===== config.mk =====
export PLATFORM = sky130hd
export DESIGN_NAME = vfd_persist_scanner
export DESIGN_NICKNAME = d
export VERILOG_FILES = /design/src/rtl/vfd_pkg.sv /design/src/rtl/vfd_level_ram.sv /design/src/rtl/vfd_persist_scanner.sv
export SDC_FILE = /design/constraint.sdc
export NUM_CORES = 2
export LEC_CHECK = 0
export ABC_AREA = 1
export BUFFER_PORTS_ARGS = -buffer_cell sky130_fd_sc_hd__buf_2
export CORE_ASPECT_RATIO = 2
export CORE_MARGIN = 5
export CORE_UTILIZATION = 35
export CTS_CLUSTER_DIAMETER = 40
export DETAILED_ROUTE_END_ITERATION = 7
export SLEW_MARGIN = 40
export SYNTH_ARGS = -nofsm -noshare
export SYNTH_HDL_FRONTEND = slang
export SYNTH_SLANG_ARGS = --single-unit

===== constraint.sdc =====
create_clock -name clk -period 8.8 [get_ports clk]
set_input_delay 1.32 -clock clk [delete_from_list [all_inputs] [get_ports clk]]
set_output_delay 1.32 -clock clk [all_outputs]
set_load 0.01 [all_outputs]

===== src/rtl/vfd_pkg.sv =====
// vfd_pkg -- shared types and helpers for the VFD persistence scanner.
//   vfd_state_t   : scanner FSM states (CLEAR / IDLE / SWEEP)
//   vfd_aw        : address width for a given depth (at least 1 bit)
//   vfd_cell_idx  : linear cell index g*NSEG+s, the layout the renderer uses
//   lvl_sat_add   : attack step, saturating at the maximum level
//   lvl_dec       : decay step, floored at zero
package vfd_pkg;

    typedef enum logic [1:0] {
        ST_CLEAR = 2'd0,
        ST_IDLE  = 2'd1,
        ST_SWEEP = 2'd2
    } vfd_state_t;

    function automatic int vfd_aw(input int depth);
        return (depth > 1) ? $clog2(depth) : 1;
    endfunction

    function automatic int vfd_cell_idx(input int g, input int s, input int nseg);
        return g * nseg + s;
    endfunction

    // Sum is formed in a full int so an ATTACK larger than the level range
    // still saturates instead of wrapping.
    function automatic int lvl_sat_add(input int old_lvl, input int inc, input int lmax);
        int sum;
        sum = old_lvl + inc;
        return (sum > lmax) ? lmax : sum;
    endfunction

    function automatic int lvl_dec(input int old_lvl);
        return (old_lvl == 0) ? 0 : old_lvl - 1;
    endfunction

endpackage


===== src/rtl/vfd_level_ram.sv =====
// vfd_level_ram -- DEPTH x BW simple dual-port level store.
//   clk    : clock
//   we     : write enable, waddr/wdata written on the rising edge
//   raddr  : read address, rdata valid one cycle later
//   rdata  : registered read data
// Contents are not reset; the scanner's CLEAR pass initialises them.
module vfd_level_ram #(
    parameter int DEPTH = 384,
    parameter int AW    = 9,
    parameter int BW    = 4
) (
    input  logic          clk,
    input  logic          we,
    input  logic [AW-1:0] waddr,
    input  logic [BW-1:0] wdata,
    input  logic [AW-1:0] raddr,
    output logic [BW-1:0] rdata
);

    logic [BW-1:0] mem [DEPTH];

    always_ff @(posedge clk) begin
        if (we) begin
            mem[waddr] <= wdata;
        end
        rdata <= mem[raddr];
    end

endmodule


===== src/rtl/vfd_persist_scanner.sv =====
// vfd_persist_scanner -- samples the MCU grid/segment drive on a tick and
// keeps a per-cell brightness level with attack and slow decay, streaming
// level updates to the renderer's segment-state memory.
//   clk, reset_n : clock, asynchronous active-low reset
//   rdy          : gate for sample_tick
//   sample_tick  : one-cycle sweep request
//   grid, seg    : active-high grid / segment drive from the MCU
//   ovr_clr      : clears the sticky overrun flag
//   out_addr     : cell index g*NSEG+s
//   out_level    : new level of that cell
//   out_we       : write strobe for out_addr/out_level
//   busy         : CLEAR or SWEEP in progress
//   frame_done   : one-cycle pulse after the last write slot of a sweep
//   overrun      : sticky, a tick was lost
module vfd_persist_scanner
    import vfd_pkg::*;
#(
    parameter  int NGRID     = 16,
    parameter  int NSEG      = 24,
    parameter  int BW        = 4,
    parameter  int ATTACK    = 15,
    parameter  int DECAY_DIV = 8,
    parameter  int CHG_ONLY  = 1,
    localparam int N         = NGRID * NSEG,
    localparam int AW        = vfd_aw(N)
) (
    input  logic             clk,
    input  logic             reset_n,
    input  logic             rdy,
    input  logic             sample_tick,
    input  logic [NGRID-1:0] grid,
    input  logic [NSEG-1:0]  seg,
    input  logic             ovr_clr,
    output logic [AW-1:0]    out_addr,
    output logic [BW-1:0]    out_level,
    output logic             out_we,
    output logic             busy,
    output logic             frame_done,
    output logic             overrun
);

    localparam int LMAX = (1 << BW) - 1;
    localparam int CW   = vfd_aw(N + 2);
    localparam int GW   = vfd_aw(NGRID);
    localparam int SW   = vfd_aw(NSEG);
    localparam int DCW  = vfd_aw(DECAY_DIV);

    vfd_state_t       state;
    logic [CW-1:0]    cnt;
    logic [GW-1:0]    g_idx;
    logic [SW-1:0]    s_idx;
    logic [NGRID-1:0] grid_s;
    logic [NSEG-1:0]  seg_s;
    logic             pending;
    logic [DCW-1:0]   decay_cnt;

    logic             start;
    logic             tick_busy;
    logic             decay_now;
    logic             issue_p0;
    logic             lit_p0;

    logic             vld_p1;
    logic             clr_p1;
    logic             lit_p1;
    logic [AW-1:0]    addr_p1;
    logic [BW-1:0]    rd_lvl_p1;
    logic [BW-1:0]    new_lvl_p1;
    logic             emit_p1;

    // Pending requests are serviced only while rdy is high; they stay latched otherwise.
    assign start     = (state == ST_IDLE) && rdy && (sample_tick || pending);
    assign tick_busy = (state == ST_SWEEP) && rdy && sample_tick;
    assign decay_now = (decay_cnt == DCW'(DECAY_DIV - 1));

    // busy is low only in IDLE and in the first cycle after reset release,
    // which gives CLEAR the same N+2 cycle shape as a sweep.
    assign issue_p0 = busy && (cnt < CW'(N));
    assign lit_p0   = grid_s[g_idx] & seg_s[s_idx];

    // ---- stage p0 -> p1: RAM read issued, cell attributes registered ----
    vfd_level_ram #(
        .DEPTH (N),
        .AW    (AW),
        .BW    (BW)
    ) u_ram (
        .clk   (clk),
        .we    (vld_p1),
        .waddr (addr_p1),
        .wdata (new_lvl_p1),
        .raddr (AW'(cnt)),
        .rdata (rd_lvl_p1)
    );

    always_ff @(posedge clk) begin
        if (start) begin
            grid_s <= grid;
            seg_s  <= seg;
        end
        addr_p1 <= AW'(cnt);
        lit_p1  <= lit_p0;
        clr_p1  <= (state == ST_CLEAR);
    end

    // ---- stage p1: level update and RAM write-back ----
    always_comb begin
        new_lvl_p1 = rd_lvl_p1;
        if (clr_p1) begin
            new_lvl_p1 = '0;
        end else if (lit_p1) begin
            new_lvl_p1 = BW'(lvl_sat_add(int'(rd_lvl_p1), ATTACK, LMAX));
        end else if (decay_now) begin
            new_lvl_p1 = BW'(lvl_dec(int'(rd_lvl_p1)));
        end
    end

    assign emit_p1 = clr_p1 || (CHG_ONLY == 0) || (new_lvl_p1 != rd_lvl_p1);

    // ---- stage p2: registered output port, plus control FSM ----
    always_ff @(posedge clk or negedge reset_n) begin
        if (!reset_n) begin
            state      <= ST_CLEAR;
            cnt        <= '0;
            g_idx      <= '0;
            s_idx      <= '0;
            pending    <= 1'b0;
            decay_cnt  <= '0;
            vld_p1     <= 1'b0;
            out_we     <= 1'b0;
            out_addr   <= '0;
            out_level  <= '0;
            busy       <= 1'b0;
            frame_done <= 1'b0;
            overrun    <= 1'b0;
        end else begin
            frame_done <= 1'b0;
            vld_p1     <= 1'b0;
            out_we     <= vld_p1 && emit_p1;
            if (vld_p1) begin
                out_addr  <= addr_p1;
                out_level <= new_lvl_p1;
            end

            if (start) begin
                pending <= 1'b0;
            end else if (tick_busy) begin
                pending <= 1'b1;
            end

            // A set event outranks a simultaneous clear.
            if (tick_busy && pending) begin
                overrun <= 1'b1;
            end else if (ovr_clr) begin
                overrun <= 1'b0;
            end

            case (state)
                ST_CLEAR, ST_SWEEP: begin
                    if (!busy) begin
                        busy <= 1'b1;
                    end else begin
                        vld_p1 <= issue_p0;
                        if (cnt == CW'(N + 1)) begin
                            cnt   <= '0;
                            g_idx <= '0;
                            s_idx <= '0;
                            busy  <= 1'b0;
                            state <= ST_IDLE;
                            if (state == ST_SWEEP) begin
                                frame_done <= 1'b1;
                                decay_cnt  <= decay_now ? '0 : decay_cnt + 1'b1;
                            end
                        end else begin
                            cnt <= cnt + 1'b1;
                            if (issue_p0) begin
                                if (s_idx == SW'(NSEG - 1)) begin
                                    s_idx <= '0;
                                    g_idx <= g_idx + 1'b1;
                                end else begin
                                    s_idx <= s_idx + 1'b1;
                                end
                            end
                        end
                    end
                end
                ST_IDLE: begin
                    if (start) begin
                        state <= ST_SWEEP;
                        busy  <= 1'b1;
                    end
                end
                default: begin
                    state <= ST_CLEAR;
                    busy  <= 1'b0;
                end
            endcase
        end
    end

endmodule


==> key figures <==
Global route
  – Global-route wire length before repair: 287000 µm
  – Total routing usage reported by global routing: 0.183
  – Number of antenna violations at the first check in global routing: 5
  – Number of global-route vias before repair: 46700
  – Gr ovfl total: 0
  – Maximum number of pins on one net before global-route repair: 258

Layout
  – Layout net count: 6441
  – Commonest cells after routing, fill and taps aside: sky130_fd_sc_hd__nand2_1, sky130_fd_sc_hd__edfxtp_1, sky130_fd_sc_hd__nor2_1
  – Most common cell after layout, fill and taps aside: sky130_fd_sc_hd__nand2_1
  – Area overhead of the layout relative to synthesis: 10.6%
  – Layout cells sized above 1: 0.0589

Placed design
  – Number of buffers added on ports: 61
  – Final weighted congestion in routability-driven placement: 0.857
  – DP Worst Slack: 4450 ps
  – Hpwl dp: 115000 µm

Clock network
  – Clock Latency Late Sink: 800 ps
  – Maximum buffer depth of the clock tree: 4
  – Clock-pin slew of the registers on the worst-case setup and hold paths: 70 ps
  – Number of clock sinks seen by CTS: 1633
  – Root buffer cell: sky130_fd_sc_hd__clkbuf_16
  – Number of buffers created by CTS: 142
  – Number of resized instances in the post-cts repair step: 0
  – CTS tree: done
  – H-Tree Level Count: 4
  – Quantity of hold-fixing buffers added after cts: 0
  – Setup bufs post-CTS: 0

Min path
  – Class of the tightest hold or removal check: reg2reg
  – Startpoint of the lowest-slack hold path: state[0]
  – Worst min-delay path endpoint: clr_p1
  – Hold path cells: 1

Synthesis
  – Net Count, Synth: 6537
  – Most instantiated flip-flop cell in the synthesis netlist: sky130_fd_sc_hd__edfxtp_1
  – Simple-gate area share of the yosys netlist: 0.182
  – Proportion of synthesized chip area in sequential cells: 0.704
  – Xor and xnor fraction of the mapped netlist area: 0.000633
  – Multiplexer fraction of the synthesized cell area: 0
  – Arithmetic-cell share of the synthesized area counting full adders, half adders and majority gates: 0.00145
  – Area of the mapped netlist: 69200 µm²
  – Fraction of registers with async set or reset after synthesis: 0.0257
  – Synth cell types: 41
  – Count of flip-flops with a built-in enable after synthesis: 1576
  – Synth Area in Compound Gates: 0.0558
  – Yosys reg bits: 1633
  – Per-instance average area after synthesis: 10.7 µm²
  – Count of warnings emitted by yosys: 0
  – Dominant combinational cell family by area after synthesis: simple AND/OR/NAND/NOR gates
  – Cells after synthesis: 6484

Floorplanning
  – Number of cell rows: 230
  – I/O Pins: 62
  – Vertical die dimension: 639 µm
  – Die area: 207000 µm²
  – Core area: 197000 µm²
  – Effective utilization at floorplan: 0.352
  – Chip width: 324 µm

Drt
  – Via total after detailed routing: 45900
  – Routed length on met3: 9250 µm
  – DRC violation count after routing: 0
  – Number of violations reported at the end of detailed-routing iteration 0: 3434
  – Metal1 wirelength: 67100 µm
  – Top routing layer in use: met5
  – DRT Pass-1 Iters: 6
  – Vias per cell: 5.08
  – Post-detailed-route wirelength per cell: 21.7 µm
  – Remaining number of nets flagged by the antenna check after routing: 0
  – Met2 WL post-DR: 106000 µm
  – Total wire length: 197000 µm

Worst setup path
  – Largest delay share family, worst path: buffers and inverters
  – Required time of the critical path: 9490 ps
  – Endpoint arrival time on the critical path: 5190 ps
  – CP bufs+invs: 4
  – Cell with the most instances on the worst path: sky130_fd_sc_hd__nand2_1
  – Reg2Reg Capture Point: u_ram.rdata[1]
  – Beginning of the worst register-to-register path: cnt[0]
  – Setup slack, reg-to-reg: 4300 ps
  – Critical-path top delay cell: sky130_fd_sc_hd__dfrtp_4
  – Worst Reg2Reg Path Length in Cells: 18
  – Maximum fanout along the worst path: 257
  – Peak per-stage delay on the critical path: 740 ps
  – Type of origin of the critical path: register
  – Critical setup path kind: reg2reg
  – Capturing element type of the critical path: register
  – Path length in cells of the critical path: 18
  – List of cells traversed by the critical path: clkinv_16 > buf_12 > buf_16 > buf_16 > nand2_1 > nand2_1 > nand2_1 > nand2_1 > nand2_1 > nand2_1 > o21ai_0 > nand2_1 > nor2_1 > nor2_1 > nor2_1 > nand2_1 > nand2_1 > nand2_1

STA
  – Number of endpoints with negative hold slack in the final report: 0
  – Fmax: 0.222 GHz
  – Setup_tns: 0 ps
  – Unrepaired setup endpoints after global routing: false
  – Max-slew headroom: 0.388
  – Clock period minus final worst setup slack: 4500 ps
  – Final worst slack: 4300 ps
  – Measured slew at the worst slew-check pin: 915 ps
  – Final worst clock skew: 57.2 ps
  – Number of max-slew violations in the final report: 0
  – Total setup violations reported at the end of the flow: 0
  – Period Utilization, post-route: 0.512

Power
  – Power density cells: 195 nW/µm²
  – Static Leak: 27.5 nW
  – Worst IR drop on VDD: 0.146 mV

Run status
  – Status: finished, final reports clean

Flow run
  – Max-cap viol count: 0
## cell type report
type	instances	area, µm²
fill	18800	120000
timing repair buffer	128	1100
inverter	516	2010
sequential	1633	48700
multi-input combinational	3967	16800
clock inverter	65	916
tap	2552	3190
clock buffer	180	3820
antenna	2	5.00
## kinds of logic (layout without fill, tap and decap cells)
family | after synthesis | after routing
DFF | 1633 | 1633
adders and majority gates | 8 | 8
buffers and inverters | 884 | 889
xor gates and xnor gates | 5 | 5
and+or+nand+nor | 3223 | 3223
other | 0 | 2
AOI/OAI and AO/OA | 731 | 731
## report_power, final
part	total, mW	switching [mW]	internal, mW	leakage (nW)
combinational	0.0167	0.00955	0.00713	12.0
clock	6.52	2.80	3.71	2.29
sequential	8.39	0.00000000000000000677	8.39	13.2
total	14.9	2.81	12.1	27.5
## metrics by stage
stage | power (mW) | instances | cell area [µm²] | hold WS, ps | utilization
after floorplan | 8.56 | 6484 | 69200 | 342 | -
after global placement | 8.57 | 8787 | 71400 | 441 | 0.363
after detailed placement | 8.58 | 8790 | 71600 | 447 | 0.364
after CTS | 15.0 | 9035 | 76300 | 414 | 0.388
after global routing | 15.3 | 9042 | 76500 | 433 | 0.389
final | 14.9 | 9043 | 76500 | 423 | 0.389
## routing by layer
layer,up-vias,GRT usage
met2,1433,0.352
li1,21400,-
met5,-,0
met4,2,0.117
met3,514,0.0215
met1,22600,0.187
## registers in the layout, summed over array words and instances, names as in the netlist, 4 cells and up
| signal | count |
|---|---|
| cnt | 9 |
| addr_p1 | 9 |
| out_level | 4 |
| grid_s | 16 |
| u_ram.rdata | 4 |
| g_idx | 4 |
| out_addr | 9 |
| u_ram.mem | 1536 |
| seg_s | 24 |
| s_idx | 5 |
## worst max path at each step
stage,endpoint,from
floorplan,u_ram.mem[0][0],decay_cnt[0]
detailed placement,u_ram.rdata[1],cnt[0]
global route,u_ram.rdata[1],cnt[0]
CTS,u_ram.rdata[1],cnt[0]
global placement,u_ram.rdata[3],cnt[0]
finish,u_ram.rdata[1],cnt[0]
## cells in the mapped netlist (2+ instances only)
cell type | number | area (µm²)
sky130_fd_sc_hd__a211oi_1 | 2 | 15.0
sky130_fd_sc_hd__o21a_1 | 2 | 15.0
sky130_fd_sc_hd__buf_4 | 44 | 330
sky130_fd_sc_hd__o22ai_1 | 117 | 732
sky130_fd_sc_hd__xor2_1 | 5 | 43.8
sky130_fd_sc_hd__nand2_1 | 1845 | 6930
sky130_fd_sc_hd__nand2_2 | 2 | 12.5
sky130_fd_sc_hd__or2_2 | 2 | 12.5
sky130_fd_sc_hd__nand3_1 | 255 | 1280
sky130_fd_sc_hd__o211ai_1 | 4 | 30.0
sky130_fd_sc_hd__o21ai_1 | 48 | 240
sky130_fd_sc_hd__clkbuf_1 | 129 | 484
sky130_fd_sc_hd__inv_4 | 2 | 12.5
sky130_fd_sc_hd__dfrtp_1 | 42 | 1050
sky130_fd_sc_hd__buf_1 | 8 | 30.0
sky130_fd_sc_hd__a21oi_1 | 25 | 125
sky130_fd_sc_hd__nand4_1 | 32 | 200
sky130_fd_sc_hd__buf_6 | 32 | 360
sky130_fd_sc_hd__clkinv_1 | 3 | 11.3
sky130_fd_sc_hd__dfxtp_1 | 15 | 300
sky130_fd_sc_hd__o221ai_1 | 3 | 26.3
sky130_fd_sc_hd__edfxtp_1 | 1576 | 47300
sky130_fd_sc_hd__ha_1 | 8 | 100
sky130_fd_sc_hd__nor2_1 | 1070 | 4020
sky130_fd_sc_hd__inv_1 | 510 | 1910
sky130_fd_sc_hd__nor3_1 | 10 | 50.1
sky130_fd_sc_hd__nor2_2 | 3 | 18.8
sky130_fd_sc_hd__buf_2 | 153 | 766
sky130_fd_sc_hd__a221oi_1 | 3 | 26.3
sky130_fd_sc_hd__clkbuf_2 | 2 | 10.0
sky130_fd_sc_hd__o21ai_0 | 522 | 2610
(Power assumes the default switching activity.)
